==> config.mk <==
export PLATFORM = sky130hd
export DESIGN_NAME = mips32_fetch_queue
export DESIGN_NICKNAME = d
export VERILOG_FILES = /design/src/rtl/mips32_pkg.sv /design/src/rtl/mips32_fq_fifo.sv /design/src/rtl/mips32_fetch_queue.sv
export SDC_FILE = /design/constraint.sdc
export NUM_CORES = 1
export LEC_CHECK = 0
export ABC_AREA = 1
export CAP_MARGIN = 20
export CORE_ASPECT_RATIO = 0.7
export CORE_MARGIN = 2
export CORE_UTILIZATION = 55
export CTS_BUF_LIST = sky130_fd_sc_hd__clkbuf_2
export DETAILED_ROUTE_END_ITERATION = 6
export DONT_BUFFER_PORTS = 1
export GPL_ROUTABILITY_DRIVEN = 0
export PLACE_DENSITY = 0.71
export REMOVE_ABC_BUFFERS = 1
export SETUP_SLACK_MARGIN = 0.05
export SLEW_MARGIN = 20
export SYNTH_ARGS = -nofsm -noshare
export SYNTH_HDL_FRONTEND = slang
export SYNTH_SLANG_ARGS = --single-unit
==> constraint.sdc <==
create_clock -name clk1 -period 3.7 [get_ports clk1]
set_input_delay 0.555 -clock clk1 [delete_from_list [all_inputs] [get_ports clk1]]
set_output_delay 0.555 -clock clk1 [all_outputs]
set_load 0.02 [all_outputs]
==> src/rtl/mips32_pkg.sv <==
// Shared MIPS32 pipeline definitions: opcodes, instruction classes and the
// fetch-queue entry layout.
package mips32_pkg;

    localparam int unsigned IR_W    = 32;
    localparam int unsigned NPC_W   = 32;
    localparam int unsigned OP_W    = 6;
    localparam int unsigned ENTRY_W = IR_W + NPC_W;

    localparam logic [OP_W-1:0] OP_ADD   = 6'b000000;
    localparam logic [OP_W-1:0] OP_SUB   = 6'b000001;
    localparam logic [OP_W-1:0] OP_AND   = 6'b000010;
    localparam logic [OP_W-1:0] OP_OR    = 6'b000011;
    localparam logic [OP_W-1:0] OP_SLT   = 6'b000100;
    localparam logic [OP_W-1:0] OP_MUL   = 6'b000101;
    localparam logic [OP_W-1:0] OP_LW    = 6'b001000;
    localparam logic [OP_W-1:0] OP_SW    = 6'b001001;
    localparam logic [OP_W-1:0] OP_ADDI  = 6'b001010;
    localparam logic [OP_W-1:0] OP_SUBI  = 6'b001011;
    localparam logic [OP_W-1:0] OP_SLTI  = 6'b001100;
    localparam logic [OP_W-1:0] OP_BNEQZ = 6'b001101;
    localparam logic [OP_W-1:0] OP_BEQZ  = 6'b001110;
    localparam logic [OP_W-1:0] OP_HLT   = 6'b111111;

    typedef enum logic [2:0] {
        TYPE_RR_ALU = 3'd0,
        TYPE_RM_ALU = 3'd1,
        TYPE_LOAD   = 3'd2,
        TYPE_STORE  = 3'd3,
        TYPE_BRANCH = 3'd4,
        TYPE_HALT   = 3'd5
    } instr_type_t;

    typedef struct packed {
        logic [IR_W-1:0]  ir;
        logic [NPC_W-1:0] npc;
    } fetch_entry_t;

    // Instruction class from the opcode field; unknown opcodes decode as HALT.
    function automatic instr_type_t instr_type(input logic [IR_W-1:0] ir);
        logic [OP_W-1:0] op;
        op = ir[IR_W-1 -: OP_W];
        case (op)
            OP_ADD, OP_SUB, OP_AND, OP_OR, OP_SLT, OP_MUL: instr_type = TYPE_RR_ALU;
            OP_ADDI, OP_SUBI, OP_SLTI:                     instr_type = TYPE_RM_ALU;
            OP_LW:                                         instr_type = TYPE_LOAD;
            OP_SW:                                         instr_type = TYPE_STORE;
            OP_BNEQZ, OP_BEQZ:                             instr_type = TYPE_BRANCH;
            default:                                       instr_type = TYPE_HALT;
        endcase
    endfunction

endpackage

==> src/rtl/mips32_fq_fifo.sv <==
// Synchronous FIFO of fetch entries with flush; DEPTH must be a power of two.
module mips32_fq_fifo
    import mips32_pkg::*;
#(
    parameter int unsigned DEPTH = 4
) (
    input  logic                     clk,
    input  logic                     rst_n,
    input  logic                     push,
    input  fetch_entry_t             push_data,
    input  logic                     pop,
    input  logic                     flush,
    output fetch_entry_t             head,
    output logic [$clog2(DEPTH):0]   count,
    output logic                     full,
    output logic                     empty
);

    localparam int unsigned PTR_W = $clog2(DEPTH);
    localparam int unsigned CNT_W = PTR_W + 1;

    fetch_entry_t     mem [DEPTH];
    logic [PTR_W-1:0] wr_ptr;
    logic [PTR_W-1:0] rd_ptr;
    logic             do_push;
    logic             do_pop;

    // A push into a full queue is accepted only when a pop frees the slot.
    always_comb begin
        empty   = (count == '0);
        full    = (count == CNT_W'(DEPTH));
        do_pop  = pop && !empty;
        do_push = push && (!full || do_pop);
        head    = mem[rd_ptr];
    end

    always_ff @(posedge clk or negedge rst_n) begin
        if (!rst_n) begin
            wr_ptr <= '0;
            rd_ptr <= '0;
            count  <= '0;
        end else if (flush) begin
            wr_ptr <= '0;
            rd_ptr <= '0;
            count  <= '0;
        end else begin
            if (do_push) wr_ptr <= wr_ptr + PTR_W'(1);
            if (do_pop)  rd_ptr <= rd_ptr + PTR_W'(1);
            case ({do_push, do_pop})
                2'b10:   count <= count + CNT_W'(1);
                2'b01:   count <= count - CNT_W'(1);
                default: count <= count;
            endcase
        end
    end

    always_ff @(posedge clk) begin
        if (do_push && !flush) mem[wr_ptr] <= push_data;
    end

endmodule

==> src/rtl/mips32_fetch_queue.sv <==
// MIPS32 instruction-fetch front end: PC, imem req/gnt port and {IR,NPC} queue.
// Define FQ_BYPASS_EN to forward a response straight to decode when the queue is empty.
module mips32_fetch_queue
    import mips32_pkg::*;
#(
    parameter int unsigned DEPTH    = 4,
    parameter int unsigned AW       = 10,
    parameter logic [31:0] RESET_PC = 32'd0
) (
    input  logic          clk1,
    input  logic          rst_n,
    output logic          imem_req,
    output logic [AW-1:0] imem_addr,
    input  logic          imem_gnt,
    input  logic [31:0]   imem_rdata,
    output logic          id_valid,
    input  logic          id_ready,
    output logic [31:0]   id_ir,
    output logic [31:0]   id_npc,
    input  logic          redirect,
    input  logic [31:0]   redirect_pc,
    input  logic          halt,
    output logic          fq_empty
);

    localparam int unsigned PTR_W = $clog2(DEPTH);
    localparam int unsigned CNT_W = PTR_W + 1;
    localparam int unsigned OCC_W = CNT_W + 1;

    logic [31:0]      pc;
    logic [31:0]      resp_npc;
    logic             pending;
    logic             drop;
    logic             fetch_en;
    logic             grant;
    logic             resp_ok;
    logic             push;
    logic             pop;
    logic             fifo_full;
    logic             fifo_empty;
    logic [CNT_W-1:0] count;
    logic [OCC_W-1:0] occupancy;
    fetch_entry_t     push_entry;
    fetch_entry_t     head;

    // In-flight response reserves a slot so a grant can never overflow the queue.
    always_comb begin
        occupancy        = OCC_W'(count) + OCC_W'(pending);
        imem_req         = fetch_en && !halt && !redirect && !fifo_full
                           && (occupancy < OCC_W'(DEPTH));
        grant            = imem_req && imem_gnt;
        resp_ok          = pending && !drop && !redirect;
        push_entry.ir    = imem_rdata;
        push_entry.npc   = resp_npc;
        imem_addr        = pc[AW-1:0];
        fq_empty         = fifo_empty;
    end

    always_ff @(posedge clk1 or negedge rst_n) begin
        if (!rst_n) begin
            pc       <= RESET_PC;
            resp_npc <= '0;
            pending  <= 1'b0;
            drop     <= 1'b0;
            fetch_en <= 1'b0;
        end else begin
            fetch_en <= 1'b1;
            pending  <= grant;
            drop     <= redirect;
            if (redirect)   pc <= redirect_pc;
            else if (grant) pc <= pc + 32'd1;
            if (grant)      resp_npc <= pc + 32'd1;
        end
    end

`ifdef FQ_BYPASS_EN
    // Empty queue: the arriving response goes to decode directly, and is only
    // stored if decode does not take it this cycle.
    always_comb begin
        id_valid = 1'b0;
        id_ir    = '0;
        id_npc   = '0;
        push     = resp_ok;
        pop      = 1'b0;
        if (!fifo_empty) begin
            id_valid = 1'b1;
            id_ir    = head.ir;
            id_npc   = head.npc;
            pop      = id_ready;
        end else if (resp_ok) begin
            id_valid = 1'b1;
            id_ir    = imem_rdata;
            id_npc   = resp_npc;
            push     = !id_ready;
        end
    end
`else
    always_comb begin
        id_valid = !fifo_empty;
        id_ir    = '0;
        id_npc   = '0;
        push     = resp_ok;
        pop      = !fifo_empty && id_ready;
        if (!fifo_empty) begin
            id_ir  = head.ir;
            id_npc = head.npc;
        end
    end
`endif

    mips32_fq_fifo #(
        .DEPTH (DEPTH)
    ) u_fifo (
        .clk       (clk1),
        .rst_n     (rst_n),
        .push      (push),
        .push_data (push_entry),
        .pop       (pop),
        .flush     (redirect),
        .head      (head),
        .count     (count),
        .full      (fifo_full),
        .empty     (fifo_empty)
    );

endmodule

==> metrics, run 1 <==
hold worst-path end u_fifo.count[2]; CP peak stage delay 0.56 ns; CTS Root Cell clkbuf_2; post-route DRC violation count 0; number of CTS-inserted buffers 78; status complete, no violations; # resized after CTS 0; Peak VDD IR 0.2855 mV; vias in the first global route approximately 9400; Iter 0 DRT Violations approximately 850; core region area 24740 um2; max_cap viols 0; Wirelength per Cell 18.37 um; worst skew pair latency ~0.87 ns; fmax 297.0 MHz; Adder-Cell Fraction of Synth Area 0.5932%; area delta synth->final 13.29%; clock slew at reported path FFs 0.11 ns; static leakage between 6 and 7 nW; Power Density 457.4 nW/um2; WS Path Type reg2out; cts hold-fix bufs 83; xor/xnor cell area share of the yosys netlist 0.3146%; area share of and/or/nand/nor cells after synthesis 17.58%; Tot GR Track Use 25.49%; syn_area_per_cell 10.56 um2; most common cell after layout, fill and taps aside nor2_1; vias per inst 5.436; worst r2r dst u_fifo.mem[2][16]; cells after synthesis 1319; period utilization 91.00%; post-detail-place hpwl about 19000 um; Hold Slack ~0.086 ns; crit path DAT between 2 and 3 ns; largest delay contributor family on the critical path compound AO/OA/AOI/OAI gates; WP buf/inv 2; CTS H-tree lvls 3; worst r2r path cells 5; final critical-path required period 3.367 ns; post-CTS setup buffers 0; FF+latch count, synth 330; pins over their slew limit 0; hold path startpoint id_ready; FILL cells ~2000; number of library cell types mapped by synthesis 32; Hold Crit Depth 3; port bufs 0; final non-filler cell total roughly 1800; Core Rows between 40 and 50; CTS sink cnt 330; RSZ-0062 raised after global routing no; Seq/Total Area, Yosys 68.52%; GRT overflow 0; largest net degree at the start of global routing between 100 and 150; Die Span X 194.2 um; mux cell area share after synthesis 0%; Synth warnings 0; Placement Cell Area roughly 14000 um2; main combinational cell family by area after synthesis simple AND/OR/NAND/NOR gates; post-route ant nets 0; CTS tree done; dpl cells between 1500 and 2000; mapped cell area 13920 um2; final setup fails 0; worst reg2reg path startpoint u_fifo.count[0]; design area around 16000 um2; critical-path cell list clkinv_2, buf_12, o21ai_0, a21oi_1; first-pass GRT wire length about 52000 um; element type at the critical path start flip-flop; CP endpoint kind primary output; CTS Buffer Depth 3; First-pass DRT Iterations 5; via count a little under 10000; Worst-Margin Slew ~0.87 ns; fin util about 64%; R2R Setup Slk 1.35 ns; Ports about 150; share of cells above drive strength 1 11.42%; final clock skew 0.05264 ns; Critical Path RT about 3.1 ns; Die Ht 137.1 um; most frequent cells in the layout nor2_1 (297), edfxtp_1 (256), nand2_1 (223), o21ai_0 (149), clkbuf_2 (124); antenna violations before repair 2; max_slew headroom 41.55%; crit path max-delay cell type a21oi_1; Final Hold Fails 0; Compound-Gate Fraction of Synth Area 8.430%; nets@finish 1500; WL final 33340 um; initial core utilization 56.27%; PnR Total Power 7.214 mW; critical path fanouts, max 102; hold crit path type in2reg; die area between 20000 and 30000 um2
[worst max path at each step]
| stage | startpoint | to | slack [ns] | cells past startpoint |
|---|---|---|---|---|
| global placement | u_fifo.rd_ptr[0] | id_npc[12] | 1.28 | 4 |
| finish | u_fifo.rd_ptr[0] | id_npc[12] | 0.33 | 4 |
| CTS | u_fifo.rd_ptr[0] | id_npc[26] | 0.30 | 4 |
| detailed placement | redirect | u_fifo.mem[2][51] | 1.25 | 6 |
| global route | u_fifo.rd_ptr[0] | id_npc[12] | 0.11 | 4 |
| floorplan | u_fifo.rd_ptr[0] | id_ir[0] | -0.87 | 3 |
[report_power, final]
group	internal, mW	switching, mW
combinational	0.165	0.259
clock	1.02	1.41
sequential	4.18	0.170
[layout make-up]
class,count,area (um2),area share (%)
Sequential cell,330,9544,60.51
Tap cell,325,406.6,2.578
Clock buffer,124,620.6,3.935
Clock inverter,20,140.1,0.8885
Multi-Input combinational cell,850,3781,23.97
Inverter,65,246.5,1.563
Timing Repair Buffer,99,1028,6.521
Antenna cell,2,5.005,0.03173
[per-stage QoR]
stage / setup TNS, ns / setup WS, ns
final: 0 / 0.3329
after global routing: 0 / 0.1096
after CTS: 0 / 0.3047
after detailed placement: 0 / 1.251
after global placement: 0 / 1.280
after floorplan: -148.06 / -0.8676
[metal layers]
| metal | vias up | GRT usage, % | share of wire [%] |
|---|---|---|---|
| li1 | 4714 | - | - |
| met1 | 4707 | 36.44 | 45 |
| met2 | 409 | 38.83 | 45 |
| met3 | 37 | 6.309 | 8.2 |
| met4 | 0 | 8.249 | 1.3 |
| met5 | - | 0 | 0 |
[cell usage after synthesis (all sizes together)]
| cell type | count | area (um2) |
|---|---|---|
| ha | 5 | 62.56 |
| and2 | 1 | 6.260 |
| conb | 1 | 3.750 |
| nand4 | 3 | 18.77 |
| dfrtp | 74 | 1852 |
| edfxtp | 256 | 7687 |
| or2 | 1 | 6.260 |
| o21ai | 151 | 755.7 |
| fa | 1 | 20.02 |
| xor2 | 2 | 17.52 |
| clkinv | 1 | 5.000 |
| buf | 52 | 302.8 |
| o21bai | 6 | 45.04 |
| inv | 64 | 240.2 |
| nand2 | 226 | 855.8 |
| nor2 | 307 | 1187 |
| xnor2 | 3 | 26.28 |
| nand3 | 69 | 357.8 |
| nand3b | 2 | 15.01 |
| o211ai | 5 | 37.54 |
| a21oi | 67 | 335.3 |
| clkbuf | 22 | 83.83 |
[state kept, by name, indices dropped and copies added (netlist names)]
name and flops:
u_fifo.mem 256, resp_npc 32, pending 1, pc 32, u_fifo.wr_ptr 2, fetch_en 1, drop 1, u_fifo.rd_ptr 2
u_fifo.count 3
[logic make-up (layout without fill, tap and decap cells)]
group,count (synthesis),in the layout
AND/OR/NAND/NOR,609,609
AO/OA/AOI/OAI,229,229
XOR/XNOR,5,5
other,1,3
buffers and inverters,139,308
flip-flops,330,330
adder cells (fa/ha/maj),6,6
[worst reg2reg max path, delay by kind of cell (launching register included)]
family	cells	cell delay [ns]
AND/OR/NAND/NOR	3	0.52
flip-flops	1	0.47
AO/OA/AOI/OAI	1	0.70
buffers and inverters	1	0.36
(Power assumes the default switching activity.)
==> inputs of run 2 (changes only) <==
Settings changed: CAP_MARGIN 20 to not set, CTS_CLUSTER_SIZE set to 20, HOLD_SLACK_MARGIN set to 0.15.
==> metrics, run 2 (synthesis gave the netlist of run 1 again) <==
CTS sink cnt 330 (unchanged); antenna violations before repair 2 (unchanged); static leakage 6.167 nW (+0.20%); post-route ant nets 0 (unchanged); most common cell after layout, fill and taps aside nor2_1; RSZ-0062 raised after global routing no; CTS tree done; die area 26620 um2 (unchanged); First-pass DRT Iterations 5 (unchanged); fin worst setup slack 0.3593 ns (+0.02636 ns); Core Rows 48 (unchanged); Die Ht 137.1 um (unchanged); Switching Fraction 25.52% (about the same); max_cap viols 0 (unchanged); Power Density 456.5 nW/um2 (-0.20%); WL final 33170 um (-0.48%); Ports 147 (unchanged); setup slack after placement 1.251 ns (unchanged); first-pass GRT wire length 52150 um (about the same); period utilization 90.29% (-0.71 points); max_slew headroom 41.35% (-0.20 points); post-detail-place hpwl 18730 um (unchanged); nets@finish 1504 (+0.27%); Largest Register u_fifo.mem; final non-filler cell total 1819 (+0.22%); GRT overflow 0 (unchanged); area delta synth->final 13.58%; R2R Setup Slk 1.35 ns (about the same); Net Switching 1.842 mW (about the same); Reg power frac 60.3% (about the same); initial core utilization 56.27% (unchanged); clock power share 33.8% (about the same); hold crit path type in2async; worst skew pair latency 0.87 ns (about the same); port bufs 0 (unchanged); core region area 24740 um2 (unchanged); share of cells above drive strength 1 11.39% (-0.031 points); Critical Path RT 3.14 ns (about the same); Worst-Margin Slew 0.8739 ns (+0.002991 ns); Top Registers u_fifo.mem x256, pc x32, resp_npc x32; crit path DAT 2.79 ns (-0.02 ns); FILL cells 2045 (-0.20%); via count 9841 (-0.26%); worst r2r path cells 5 (unchanged); Gate power share 5.9% (about the same); Iter 0 DRT Violations 802 (-5.3%); element type at the critical path start flip-flop; post-route DRC violation count 0 (unchanged); Final Hold Fails 0 (unchanged); critical path fanouts, max 102 (unchanged); Peak VDD IR 0.3601 mV (+26%); max reg flops 256 (unchanged); final setup TNS 0 ns (unchanged); most frequent cells in the layout nor2_1 (297), edfxtp_1 (256), nand2_1 (223), o21ai_0 (149), clkbuf_2 (124); vias per inst 5.410 (-0.48%); post-CTS setup buffers 0 (unchanged); worst reg2reg path startpoint u_fifo.count[0]; number of CTS-inserted buffers 78 (unchanged); clock slew at reported path FFs 0.13 ns (+0.02 ns); CTS Root Cell clkbuf_2; Die Span X 194.2 um (unchanged); status complete, no violations; worst r2r dst u_fifo.mem[2][39]; internal power 5.376 mW (about the same); dpl cells 1586 (unchanged); WS Path Type reg2out; final setup fails 0 (unchanged); Hold Slack 0.2273 ns (+0.1417 ns); vias in the first global route 9446 (+0.12%); final critical-path required period 3.341 ns (-0.02636 ns); pins over their slew limit 0 (unchanged); CP endpoint kind primary output; CTS Buffer Depth 3 (unchanged); largest net degree at the start of global routing 130 (unchanged); final clock skew 0.04965 ns (-0.002998 ns); Tot GR Track Use 25.46% (about the same); Wirelength per Cell 18.24 um (-0.70%); fmax 299.3 MHz (+0.79%); CTS H-tree lvls 3 (unchanged)
[run 2: worst max path at each step]
| stage | from | to | slack (ns) | cells after the start |
|---|---|---|---|---|
| final | u_fifo.rd_ptr[0] | id_npc[26] | 0.36 | 4 |
| after global routing | u_fifo.rd_ptr[0] | id_npc[12] | 0.13 | 4 |
| after CTS | u_fifo.rd_ptr[0] | id_npc[26] | 0.30 | 4 |
| after detailed placement | redirect | u_fifo.mem[2][51] | 1.25 | 6 |
| after global placement | u_fifo.rd_ptr[0] | id_npc[12] | 1.28 | 4 |
| after floorplan | u_fifo.rd_ptr[0] | id_ir[0] | -0.87 | 3 |
[run 2: per-stage QoR]
stage	utilization [%]	power (mW)	area, um2
final	63.91	7.218	15810
after global routing	63.91	7.561	15810
after CTS	63.89	7.282	15810
after detailed placement	57.18	4.740	14150
after global placement	57.18	4.721	14150
after floorplan	-	4.615	13540
[run 2: area by class of cell]
type	count	area (um2)	area share (%)
Clock buffer	124	620.6	3.925
Antenna cell	2	5.005	0.03165
Sequential cell	330	9544	60.36
Inverter	65	246.5	1.559
Multi-Input combinational cell	850	3781	23.91
Clock inverter	20	140.1	0.8862
Timing Repair Buffer	103	1069	6.757
Tap cell	325	406.6	2.572
[run 2: power groups by stage]
stage / Sequential (mW) / Combinational, mW / Clock [mW]
after floorplan: 4.38 / 0.234 / 0
after global placement: 4.43 / 0.295 / 0
after detailed placement: 4.43 / 0.306 / 0
after CTS: 4.35 / 0.426 / 2.50
after global routing: 4.38 / 0.485 / 2.70
final: 4.35 / 0.427 / 2.44
[run 2: worst max-delay path: stages (launching register included)]
cell and delay (ns):
dfrtp_4 0.50, clkinv_2 0.31, buf_12 0.34, o21ai_0 0.16, a21oi_1 0.54
[run 2: timing repair]
action | in CTS | in global routing
endpoints found under the setup margin | 0 | 0
hold buffers | 87 | 0
resized for setup | 0 | 0
endpoints found under the hold margin | 242 | 0
[run 2: per-layer routing]
layer | up-vias | track usage (%) | share of wire, %
met1 | 4711 | 36.25 | 46
met2 | 371 | 38.97 | 46
met3 | 39 | 6.309 | 7.4
li1 | 4720 | - | -
met5 | - | 0 | 0
met4 | 0 | 8.249 | 1.4
